===== src/rtl/mem_stage_pkg.sv =====
// Shared definitions for the memory-access stage: FSM states, opcodes, bubble word,
// byte-enable patterns and opcode decode helpers.
package mem_stage_pkg;

  typedef enum logic {
    MS_IDLE,
    MS_BUSY
  } msState_e;

  typedef enum logic [1:0] {
    SZ_NONE,
    SZ_BYTE,
    SZ_HALF,
    SZ_WORD
  } accSize_e;

  localparam logic [5:0] OP_LD = 6'h20;
  localparam logic [5:0] OP_LH = 6'h21;
  localparam logic [5:0] OP_LW = 6'h23;
  localparam logic [5:0] OP_SD = 6'h28;
  localparam logic [5:0] OP_SH = 6'h29;
  localparam logic [5:0] OP_SW = 6'h2B;

  // Bubble instruction; its opcode decodes as a non-memory op.
  localparam logic [31:0] NOP = 32'hFC00_0000;

  localparam logic [3:0] BE_BYTE = 4'b0001;
  localparam logic [3:0] BE_HALF = 4'b0011;
  localparam logic [3:0] BE_WORD = 4'b1111;

  localparam int CNT_W = 8;

  function automatic accSize_e accSize(input logic [5:0] op);
    accSize = SZ_NONE;
    case (op)
      OP_LW, OP_SW: accSize = SZ_WORD;
      OP_LH, OP_SH: accSize = SZ_HALF;
      OP_LD, OP_SD: accSize = SZ_BYTE;
      default:      accSize = SZ_NONE;
    endcase
  endfunction

  function automatic logic isStore(input logic [5:0] op);
    isStore = (op == OP_SW) || (op == OP_SH) || (op == OP_SD);
  endfunction

endpackage


===== src/rtl/mem_stage_align.sv =====
// mem_align_unit: combinational byte-lane steering for stores and lane extract/sign-extend for loads.
// Misaligned detection is active only when MEM_ALIGN_CHECK_EN is defined.
module mem_align_unit
  import mem_stage_pkg::*;
#(
  parameter int WIDTH = 32
) (
  input  logic [5:0]       i_stOp,
  input  logic [1:0]       i_stAddrLo,
  input  logic [WIDTH-1:0] i_storeData,
  input  logic [5:0]       i_ldOp,
  input  logic [1:0]       i_ldAddrLo,
  input  logic [WIDTH-1:0] i_rdata,
  output logic [3:0]       o_be,
  output logic [WIDTH-1:0] o_wdata,
  output logic [WIDTH-1:0] o_loadData,
  output logic             o_misaligned
);

  logic [7:0]  w_byte;
  logic [15:0] w_half;

  // Narrow stores replicate the datum across every lane; be selects the lanes that land.
  always_comb begin
    o_be    = 4'b0000;
    o_wdata = i_storeData;
    case (accSize(i_stOp))
      SZ_WORD: begin
        o_be    = BE_WORD;
        o_wdata = i_storeData;
      end
      SZ_HALF: begin
        o_be    = i_stAddrLo[1] ? (BE_HALF << 2) : BE_HALF;
        o_wdata = {(WIDTH/16){i_storeData[15:0]}};
      end
      SZ_BYTE: begin
        o_be    = BE_BYTE << i_stAddrLo;
        o_wdata = {(WIDTH/8){i_storeData[7:0]}};
      end
      default: begin
        o_be    = 4'b0000;
        o_wdata = i_storeData;
      end
    endcase
  end

  always_comb begin
    w_byte     = i_rdata[{i_ldAddrLo, 3'b000} +: 8];
    w_half     = i_rdata[{i_ldAddrLo[1], 4'b0000} +: 16];
    o_loadData = i_rdata;
    case (accSize(i_ldOp))
      SZ_HALF: o_loadData = {{(WIDTH-16){w_half[15]}}, w_half};
      SZ_BYTE: o_loadData = {{(WIDTH-8){w_byte[7]}}, w_byte};
      default: o_loadData = i_rdata;
    endcase
  end

`ifdef MEM_ALIGN_CHECK_EN
  always_comb begin
    case (accSize(i_stOp))
      SZ_WORD: o_misaligned = (i_stAddrLo != 2'b00);
      SZ_HALF: o_misaligned = i_stAddrLo[0];
      default: o_misaligned = 1'b0;
    endcase
  end
`else
  assign o_misaligned = 1'b0;
`endif

endmodule


===== src/rtl/mem_stage.sv =====
// mem_stage: memory-access pipeline stage driving a req/ack data bus, stalling upstream while busy.
// Define MEM_ALIGN_CHECK_EN to trap misaligned LW/SW/LH/SH instead of silently aligning them.
module mem_stage
  import mem_stage_pkg::*;
#(
  parameter int WIDTH       = 32,
  parameter int TIMEOUT_CYC = 255
) (
  input  logic             clk,
  input  logic             rst,
  input  logic [WIDTH-1:0] IR_in,
  input  logic [WIDTH-3:0] PC_in,
  input  logic [WIDTH-1:0] Z,
  input  logic [WIDTH-1:0] Addr,
  output logic             IsStall,
  output logic [WIDTH-1:0] IR_out,
  output logic [WIDTH-3:0] PC_out,
  output logic [WIDTH-1:0] ALUOut,
  output logic [WIDTH-1:0] LMD,
  output logic             BusErr,
  output logic             Misaligned,
  output logic             dmem_req,
  output logic             dmem_we,
  output logic [WIDTH-1:0] dmem_addr,
  output logic [3:0]       dmem_be,
  output logic [WIDTH-1:0] dmem_wdata,
  input  logic [WIDTH-1:0] dmem_rdata,
  input  logic             dmem_ack
);

  localparam logic [CNT_W-1:0] LAST_CNT = CNT_W'(TIMEOUT_CYC - 1);

  msState_e         r_state;
  logic [CNT_W-1:0] r_count;
  logic [5:0]       r_op;
  logic [1:0]       r_addrLo;
  logic [WIDTH-1:0] r_irOut;
  logic [WIDTH-3:0] r_pcOut;
  logic [WIDTH-1:0] r_aluOut;
  logic [WIDTH-1:0] r_lmd;
  logic             r_busErr;
  logic             r_misaligned;
  logic             r_req;
  logic             r_we;
  logic [WIDTH-1:0] r_addr;
  logic [3:0]       r_be;
  logic [WIDTH-1:0] r_wdata;

  logic [5:0]       w_op;
  logic             w_isMem;
  logic             w_misaligned;
  logic             w_start;
  logic [3:0]       w_be;
  logic [WIDTH-1:0] w_wdata;
  logic [WIDTH-1:0] w_loadData;

  assign w_op    = IR_in[31:26];
  assign w_isMem = (accSize(w_op) != SZ_NONE);
  assign w_start = (r_state == MS_IDLE) && w_isMem && !w_misaligned;

  // Load extraction uses the op/offset latched at issue so the bus word is decoded consistently.
  mem_align_unit #(.WIDTH(WIDTH)) u_align (
    .i_stOp       (w_op),
    .i_stAddrLo   (Addr[1:0]),
    .i_storeData  (Z),
    .i_ldOp       (r_op),
    .i_ldAddrLo   (r_addrLo),
    .i_rdata      (dmem_rdata),
    .o_be         (w_be),
    .o_wdata      (w_wdata),
    .o_loadData   (w_loadData),
    .o_misaligned (w_misaligned)
  );

  assign IsStall = (r_state == MS_IDLE) ? w_start : ~dmem_ack;

  always_ff @(posedge clk) begin
    if (rst) begin
      r_state      <= MS_IDLE;
      r_count      <= '0;
      r_op         <= '0;
      r_addrLo     <= '0;
      r_irOut      <= NOP;
      r_pcOut      <= '0;
      r_aluOut     <= '0;
      r_lmd        <= '0;
      r_busErr     <= 1'b0;
      r_misaligned <= 1'b0;
      r_req        <= 1'b0;
      r_we         <= 1'b0;
      r_addr       <= '0;
      r_be         <= '0;
      r_wdata      <= '0;
    end else begin
      r_busErr     <= 1'b0;
      r_misaligned <= 1'b0;
      case (r_state)
        MS_IDLE: begin
          if (w_start) begin
            r_state  <= MS_BUSY;
            r_count  <= '0;
            r_op     <= w_op;
            r_addrLo <= Addr[1:0];
            r_req    <= 1'b1;
            r_we     <= isStore(w_op);
            r_addr   <= {Addr[WIDTH-1:2], 2'b00};
            r_be     <= w_be;
            r_wdata  <= w_wdata;
            r_irOut  <= NOP;
          end else begin
            r_irOut  <= IR_in;
            r_pcOut  <= PC_in;
            r_aluOut <= Z;
            if (w_misaligned) begin
              r_lmd        <= '0;
              r_misaligned <= 1'b1;
            end
          end
        end
        MS_BUSY: begin
          // An ack in the final allowed cycle completes normally rather than aborting.
          if (dmem_ack) begin
            if (!isStore(r_op)) begin
              r_lmd <= w_loadData;
            end
            r_irOut  <= IR_in;
            r_pcOut  <= PC_in;
            r_aluOut <= Z;
            r_req    <= 1'b0;
            r_count  <= '0;
            r_state  <= MS_IDLE;
          end else if (r_count == LAST_CNT) begin
            r_lmd    <= '0;
            r_busErr <= 1'b1;
            r_irOut  <= IR_in;
            r_pcOut  <= PC_in;
            r_aluOut <= Z;
            r_req    <= 1'b0;
            r_count  <= '0;
            r_state  <= MS_IDLE;
          end else begin
            r_count <= r_count + 1'b1;
            r_irOut <= NOP;
          end
        end
        default: r_state <= MS_IDLE;
      endcase
    end
  end

  assign IR_out     = r_irOut;
  assign PC_out     = r_pcOut;
  assign ALUOut     = r_aluOut;
  assign LMD        = r_lmd;
  assign BusErr     = r_busErr;
  assign Misaligned = r_misaligned;
  assign dmem_req   = r_req;
  assign dmem_we    = r_we;
  assign dmem_addr  = r_addr;
  assign dmem_be    = r_be;
  assign dmem_wdata = r_wdata;

endmodule


===== config.mk =====
export PLATFORM = sky130hd
export DESIGN_NAME = mem_stage
export DESIGN_NICKNAME = d
export VERILOG_FILES = /design/src/rtl/mem_stage_pkg.sv /design/src/rtl/mem_stage_align.sv /design/src/rtl/mem_stage.sv
export SDC_FILE = /design/constraint.sdc
export NUM_CORES = 1
export LEC_CHECK = 0
export ABC_AREA = 1
export BUFFER_PORTS_ARGS = -buffer_cell sky130_fd_sc_hd__buf_2
export CORE_MARGIN = 1.5
export CORE_UTILIZATION = 34
export CTS_CLUSTER_SIZE = 10
export DETAILED_ROUTE_END_ITERATION = 8
export GPL_TIMING_DRIVEN = 1
export SKIP_CTS_REPAIR_TIMING = 1
export SYNTH_ARGS = -nofsm -noshare
export SYNTH_HDL_FRONTEND = slang
export SYNTH_HIERARCHICAL = 1
export SYNTH_SLANG_ARGS = --single-unit

===== constraint.sdc =====
create_clock -name clk -period 5.83 [get_ports clk]
set_clock_uncertainty 0.1 [all_clocks]
set_input_delay 1.166 -clock clk [delete_from_list [all_inputs] [get_ports clk]]
set_output_delay 1.166 -clock clk [all_outputs]
set_load 0.02 [all_outputs]

==> results of run 1 <==
-- cell usage after synthesis, types with 2 or more instances --
cell type and instances:
nor3_1 3, nand4_1 3, clkbuf_1 41, buf_2 15
a31oi_1 4, nand3_2 2, conb_1 2, nand3_1 44
inv_1 30, ha_1 8, nand2_4 2, inv_2 4
dfxtp_1 213, buf_1 4, a21oi_1 27, nand2_2 3
nand2_1 465, buf_4 20, o21a_1 2, buf_6 4
nor2_1 255, nor2_2 3, o21bai_1 2, a32oi_1 8
o21ai_0 92
-- layout make-up --
class                   count  area share [%]
diodes                      1         0.02203
clock buffers              35           6.202
clock inverters             3          0.2313
inverters                  36           1.256
multi-input cells         935           34.92
flip-flops and latches    213           37.54
well taps                 330           3.635
repair buffers            364           16.19
-- final timing paths --
kind,from,end,slack (ns),cells after the start
max,IR_in[26],IsStall,2.22,7
min,ALUOut[23]$_SDFFE_PP0P_,ALUOut[23]$_SDFFE_PP0P_,0.34,2
max reg2reg,r_op[2]$_SDFFE_PP0P_,LMD[24]$_SDFFE_PP0P_,2.69,11
min reg2reg,ALUOut[23]$_SDFFE_PP0P_,ALUOut[23]$_SDFFE_PP0P_,0.34,2
-- flip-flops by register name (all words and copies together), names as in the netlist, 2 cells and up --
register and count:
ALUOut 32, IR_out 32, LMD 32, PC_out 30
dmem_addr 30, dmem_be 4, dmem_wdata 32, r_addrLo 2
r_count 8, r_op 6
-- worst reg2reg max path: cells and delay by family (launching register included) --
family / cells / cell delay, ns
adders and majority gates: 1 / 0.77
and+or+nand+nor: 8 / 1.12
DFF: 1 / 0.31
buffers and inverters: 2 / 0.74
-- per-layer routing --
| layer | up-vias | track usage (%) |
|---|---|---|
| li1 | 4548 | - |
| met1 | 3958 | 24.67 |
| met2 | 306 | 34.00 |
| met3 | 42 | 6.035 |
| met4 | 2 | 4.917 |
| met5 | - | 0 |
-- power breakdown --
group | leakage, uW | switching, uW | total (uW) | internal, uW
sequential | 0.00175 | 31.0 | 1560 | 1530
clock | 0.000358 | 605 | 1440 | 832
combinational | 0.00400 | 277 | 421 | 144
total | 0.00611 | 913 | 3410 | 2500
-- stage by stage --
step / cells / setup WS [ns] / utilization, %
after CTS: 1916 / 2.185 / 44.97
final: 1917 / 2.224 / 44.98
after floorplan: 1268 / 2.381 / -
after global placement: 1878 / 1.873 / 42.07
after global routing: 1916 / 2.087 / 44.97
after detailed placement: 1878 / 1.854 / 42.07
-- logic make-up after synthesis --
group | count (synthesis)
XOR/XNOR | 2
AO/OA/AOI/OAI | 138
adder cells (fa/ha/maj) | 8
flip-flops | 213
AND/OR/NAND/NOR | 784
buffers and inverters | 120
other | 2
==> flow_metrics.env, run 1 <==
export IMPL_synth_compound_area_share_pct=8.480
export IMPL_wl_um=27860
export IMPL_hold_viol_final=0
export IMPL_synth_edf_count=0
export IMPL_critPathMaxFanout=48
export IMPL_critical_path_top_delay_family="buffers and inverters"
export IMPL_avgSynthCellArea_um2=6.940
export IMPL_fill_cells=2683
export IMPL_numCtsBuffers=26
export IMPL_dp_final_hpwl_um=19680
export IMPL_rsz0062_at_grt="no"
export IMPL_area_growth_pct=29.17
export IMPL_htree_levels=1
export IMPL_die_area_um2=26840
export IMPL_final_nets=1745
export IMPL_clk_pin_slew_worst_paths_ns=0.06
export IMPL_crit_buf_inv=4
export IMPL_synth_fa_ha_area_share_pct=1.138
export IMPL_cap_violations=0
export IMPL_crit_path_start_kind="primary input"
export IMPL_tightestPinTransition_ns=1.197
export IMPL_layout_common_cells="nand2_1 (465), buf_2 (357), nor2_1 (254), dfxtp_1 (213), o21ai_0 (92)"
export IMPL_overflow=0
export IMPL_status="complete, no violations"
export IMPL_finalPower_uw=3414
export IMPL_grt_max_degree=90
export IMPL_drive_above_1_share_pct=26.29
export IMPL_numClockSinks=213
export IMPL_antenna_found_initial=2
export IMPL_synth_top_family_by_area="simple AND/OR/NAND/NOR gates"
export IMPL_maxSlewViolCount=0
export IMPL_async_reset_ff_share_pct=0
export IMPL_wl_met2_um=13050
export IMPL_drt_pass1_iter_count=7
export IMPL_die_h_um=163.8
export IMPL_drtAntennaViolNets=0
export IMPL_cts_root_buf="clkbuf_16"
export IMPL_tns_ns=0
export IMPL_cp_required_ns=4.56
export IMPL_synth_cells=1267
export IMPL_via_count=8856
export IMPL_grt_pass1_vias=8291
export IMPL_place_area_um2=10630
export IMPL_drt_wirelength_per_cell_um=14.53
export IMPL_route_detailed_drc=0
export IMPL_coreArea_um2=25250
export IMPL_detail_route_iter0_violations=491
export IMPL_fmax_mhz=277.3
export IMPL_portBuffers=357
export IMPL_hp_class="reg2reg"
export IMPL_grt_usage_pct=20.03
export IMPL_synthMuxAreaShare_pct=0
export IMPL_multi_input_area_um2=3966
export IMPL_synthesis_area_um2=8793
export IMPL_fin_area_um2=11360
export IMPL_yosys_warnings=6
export IMPL_synth_cell_types=36
export IMPL_ys_seq_elements=213
export IMPL_pin_count=360
export IMPL_slowest_delay_ns=0.48
export IMPL_start_util_pct=34.82
export IMPL_cts_tree="yes"
export IMPL_synth_area_leaders="dfxtp_1 (48%), nand2_1 (20%), nor2_1 (11%)"
export IMPL_fin_crit_ns=3.606
export IMPL_crit_type="in2out"
export IMPL_holdWs_ns=0.3396
export IMPL_synth_simple_area_share_pct=35.02
export IMPL_ir_drop_mv=0.1823
export IMPL_rows=58
export IMPL_fp_dieW_um=163.8
export IMPL_met3WireLength_um=2473
export IMPL_via_per_inst=4.620
export IMPL_cts_path_max_buffers=3
export IMPL_synth_ff_type="dfxtp_1"
export IMPL_grt_pass1_wl_um=43130
export IMPL_seq_area_frac_synth_pct=48.49
export IMPL_fin_crit_sh_pct=61.85
export IMPL_synth_top_area_share_pct=48.49
export IMPL_worstSkewPairLatency_ns=0.53
export IMPL_top_layer="met5"
export IMPL_p_leak_uw=0.006113
export IMPL_slowest_stage="buf_4"
export IMPL_p_per_area_nw_per_um2=300.6
export IMPL_layout_commonest_cell="nand2_1"
export IMPL_crit_chain="buf_2, inv_1, nand2_1, nand4_1, buf_4, nand2_1, buf_2"
export IMPL_cp_arrival_ns=2.34
export IMPL_regArea_um2=4264
export IMPL_m1WireLength_um=11830
export IMPL_yosys_area_top_type="dfxtp_1"
export IMPL_setup_violations=0
export IMPL_end_kind="primary output"
export IMPL_synth_xor_area_share_pct=0.1992
export IMPL_finalWeightedCongestion=0.8452
export IMPL_relSlewSlack_pct=20.13
Note: power is estimated with default switching activity, not from simulation.
==> run 2: changes to the inputs <==
ABC_AREA = 0   (was 1)
clock period = 3.1 ns   (was 5.83 ns; I/O delays follow)
==> run 2 against run 1 <==
Clock-buffer cell count is the same. First-iteration DRC count is 11% higher. Utilization grew 0.89 points. Clock power rose by 90%. Register-to-register slack worse by 2.1 ns. Hold slack got worse by 0.15 ns. Combinational power up 57%. Synthesized cell count is 24% lower. Via count fell by 11%. Total power rose by 83%. Sequential power increased by 85%. Critical endpoint unchanged. Highest routed layer is now met4.
==> flow_metrics.env, run 2 <==
export IMPL_status="complete, no violations"
export IMPL_cap_violations=0
export IMPL_seq_area_frac_synth_pct=49.98
export IMPL_pin_count=360
export IMPL_grt_usage_pct=19.66
export IMPL_numClockSinks=213
export IMPL_cp_required_ns=2.38
export IMPL_cts_path_max_buffers=3
export IMPL_tightestPinTransition_ns=0.8411
export IMPL_p_leak_uw=0.005221
export IMPL_via_per_inst=4.855
export IMPL_crit_type="reg2out"
export IMPL_final_nets=1451
export IMPL_r2r_slack_ns=0.57
export IMPL_drive_above_1_share_pct=32.30
export IMPL_cp_arrival_ns=1.86
export IMPL_slowest_stage="dfxtp_1"
export IMPL_drt_pass1_iter_count=5
export IMPL_setup_violations=0
export IMPL_area_growth_pct=31.52
export IMPL_finalWeightedCongestion=0.8416
export IMPL_fin_crit_sh_pct=83.29
export IMPL_crit_buf_inv=1
export IMPL_crit_path_start_kind="flop"
export IMPL_synth_area_leaders="dfxtp_1 (50%), nand2_1 (10%), a22o_1 (7.2%)"
export IMPL_synth_cell_types=49
export IMPL_antenna_found_initial=1
export IMPL_synth_ff_type="dfxtp_1"
export IMPL_synth_fa_ha_area_share_pct=1.173
export IMPL_portBuffers=357
export IMPL_synth_edf_count=0
export IMPL_clk_pin_slew_worst_paths_ns=0.05
export IMPL_ir_drop_mv=0.3630
export IMPL_htree_levels=1
export IMPL_yosys_warnings=6
export IMPL_synth_top_area_share_pct=49.98
export IMPL_synthesis_area_um2=8532
export IMPL_drtAntennaViolNets=0
export IMPL_synthMuxAreaShare_pct=4.048
export IMPL_grt_max_degree=94
export IMPL_die_area_um2=26050
export IMPL_tns_ns=0
export IMPL_cts_tree="yes"
export IMPL_yosys_area_top_type="dfxtp_1"
export IMPL_utilization_pct=45.87
export IMPL_synth_xor_area_share_pct=0.4106
export IMPL_via_count=7845
export IMPL_p_per_area_nw_per_um2=558.2
export IMPL_fmax_mhz=387.3
export IMPL_finalPower_uw=6263
export IMPL_route_detailed_drc=0
export IMPL_synth_cells=965
export IMPL_coreArea_um2=24460
export IMPL_hp_class="in2reg"
export IMPL_relSlewSlack_pct=43.55
export IMPL_rsz0062_at_grt="no"
export IMPL_end_kind="primary output"
export IMPL_rows=57
export IMPL_slowest_delay_ns=0.42
export IMPL_maxSlewViolCount=0
export IMPL_critical_path_top_delay_family="simple AND/OR/NAND/NOR gates"
export IMPL_die_h_um=161.4
export IMPL_layout_common_cells="buf_2 (356), nand2_1 (232), dfxtp_1 (213), a21oi_1 (109), a22o_1 (70)"
export IMPL_worstSkewPairLatency_ns=0.52
export IMPL_layout_commonest_cell="buf_2"
export IMPL_crit_chain="nor4_2, nand3_2, nand2_1, buf_2"
export IMPL_hold_viol_final=0
export IMPL_grt_pass1_wl_um=41480
export IMPL_wl_um=26490
export IMPL_yosysMostFrequentCell="nand2_1"
export IMPL_start_util_pct=34.88
export IMPL_numCtsBuffers=26
export IMPL_drt_wirelength_per_cell_um=16.39
export IMPL_dp_final_hpwl_um=18830
export IMPL_synth_compound_area_share_pct=19.02
export IMPL_synth_common_cells="nand2_1 (232), dfxtp_1 (213), a21oi_1 (109)"
export IMPL_fp_dieW_um=161.4
export IMPL_synth_simple_area_share_pct=19.15
export IMPL_detail_route_iter0_violations=547
export IMPL_ys_seq_elements=213
export IMPL_cts_root_buf="clkbuf_16"
export IMPL_overflow=0
export IMPL_grt_pass1_vias=7530
export IMPL_async_reset_ff_share_pct=0
export IMPL_fin_crit_ns=2.582
export IMPL_avgSynthCellArea_um2=8.841
export IMPL_critPathMaxFanout=11
export IMPL_synth_top_family_by_area="simple AND/OR/NAND/NOR gates"
-- run 2: cell count changes in the layout (fill, tap and decap cells not counted), sizes merged, moves of 33 or more --
cell / previous run / this run
nand2b: 0 / 47
a22o: 0 / 70
a21oi: 28 / 110
o21ai: 93 / 22
nor2: 259 / 14
mux2i: 0 / 33
nand2: 470 / 232
nand3: 47 / 6
-- run 2: per-layer routing --
metal	up-vias	part of all wire [%]	global-route usage [%]
met5	-	0	0
met4	0	1.9	5.387
met3	38	8.6	6.009
met2	271	47	32.40
met1	3660	43	24.79
li1	3876	-	-
-- run 2: report_power, final --
part | total [uW] | internal (uW) | switching [uW]
clock network | 2730 | 1620 | 1100
registers | 2880 | 2830 | 41.8
logic | 662 | 264 | 397
-- run 2: cell type report --
cell class / count / area, um^2
Timing Repair Buffer: 370 / 1924
Clock inverter: 2 / 21.27
Inverter: 26 / 97.59
Multi-Input combinational cell: 645 / 3771
Clock buffer: 35 / 734.5
Tap cell: 324 / 405.4
Fill cell: 2439 / 13240
Antenna cell: 1 / 2.502
Sequential cell: 213 / 4264
-- run 2: path summary, 6_finish.rpt --
check,depth (start not counted),startpoint,endpoint
min reg2reg,2,dmem_addr[5]$_SDFFE_PP0P_,dmem_addr[5]$_SDFFE_PP0P_
max reg2reg,9,r_op[5]$_SDFFE_PP0P_,LMD[14]$_SDFFE_PP0P_
max,4,r_state$_SDFF_PP0_,IsStall
min,2,IR_in[0],IR_out[0]$_SDFF_PP0_
-- run 2: logic make-up after synthesis --
| group | Yosys count |
|---|---|
| multiplexers | 34 |
| AO/OA/AOI/OAI | 241 |
| AND/OR/NAND/NOR | 355 |
| buffers and inverters | 108 |
| XOR/XNOR | 4 |
| adder cells (fa/ha/maj) | 8 |
| flip-flops | 213 |
| other | 2 |
-- run 2: per-stage QoR --
stage	hold WS, ns	cell area (um^2)	setup slack (ns)	cells
after floorplan	0.3318	8536	0.7214	966
after CTS	0.1682	11220	0.4697	1615
final	0.1898	11220	0.5179	1616
after global placement	0.3391	10460	0.3300	1578
after global routing	0.1838	11220	0.3374	1616
after detailed placement	0.3439	10460	0.3556	1578
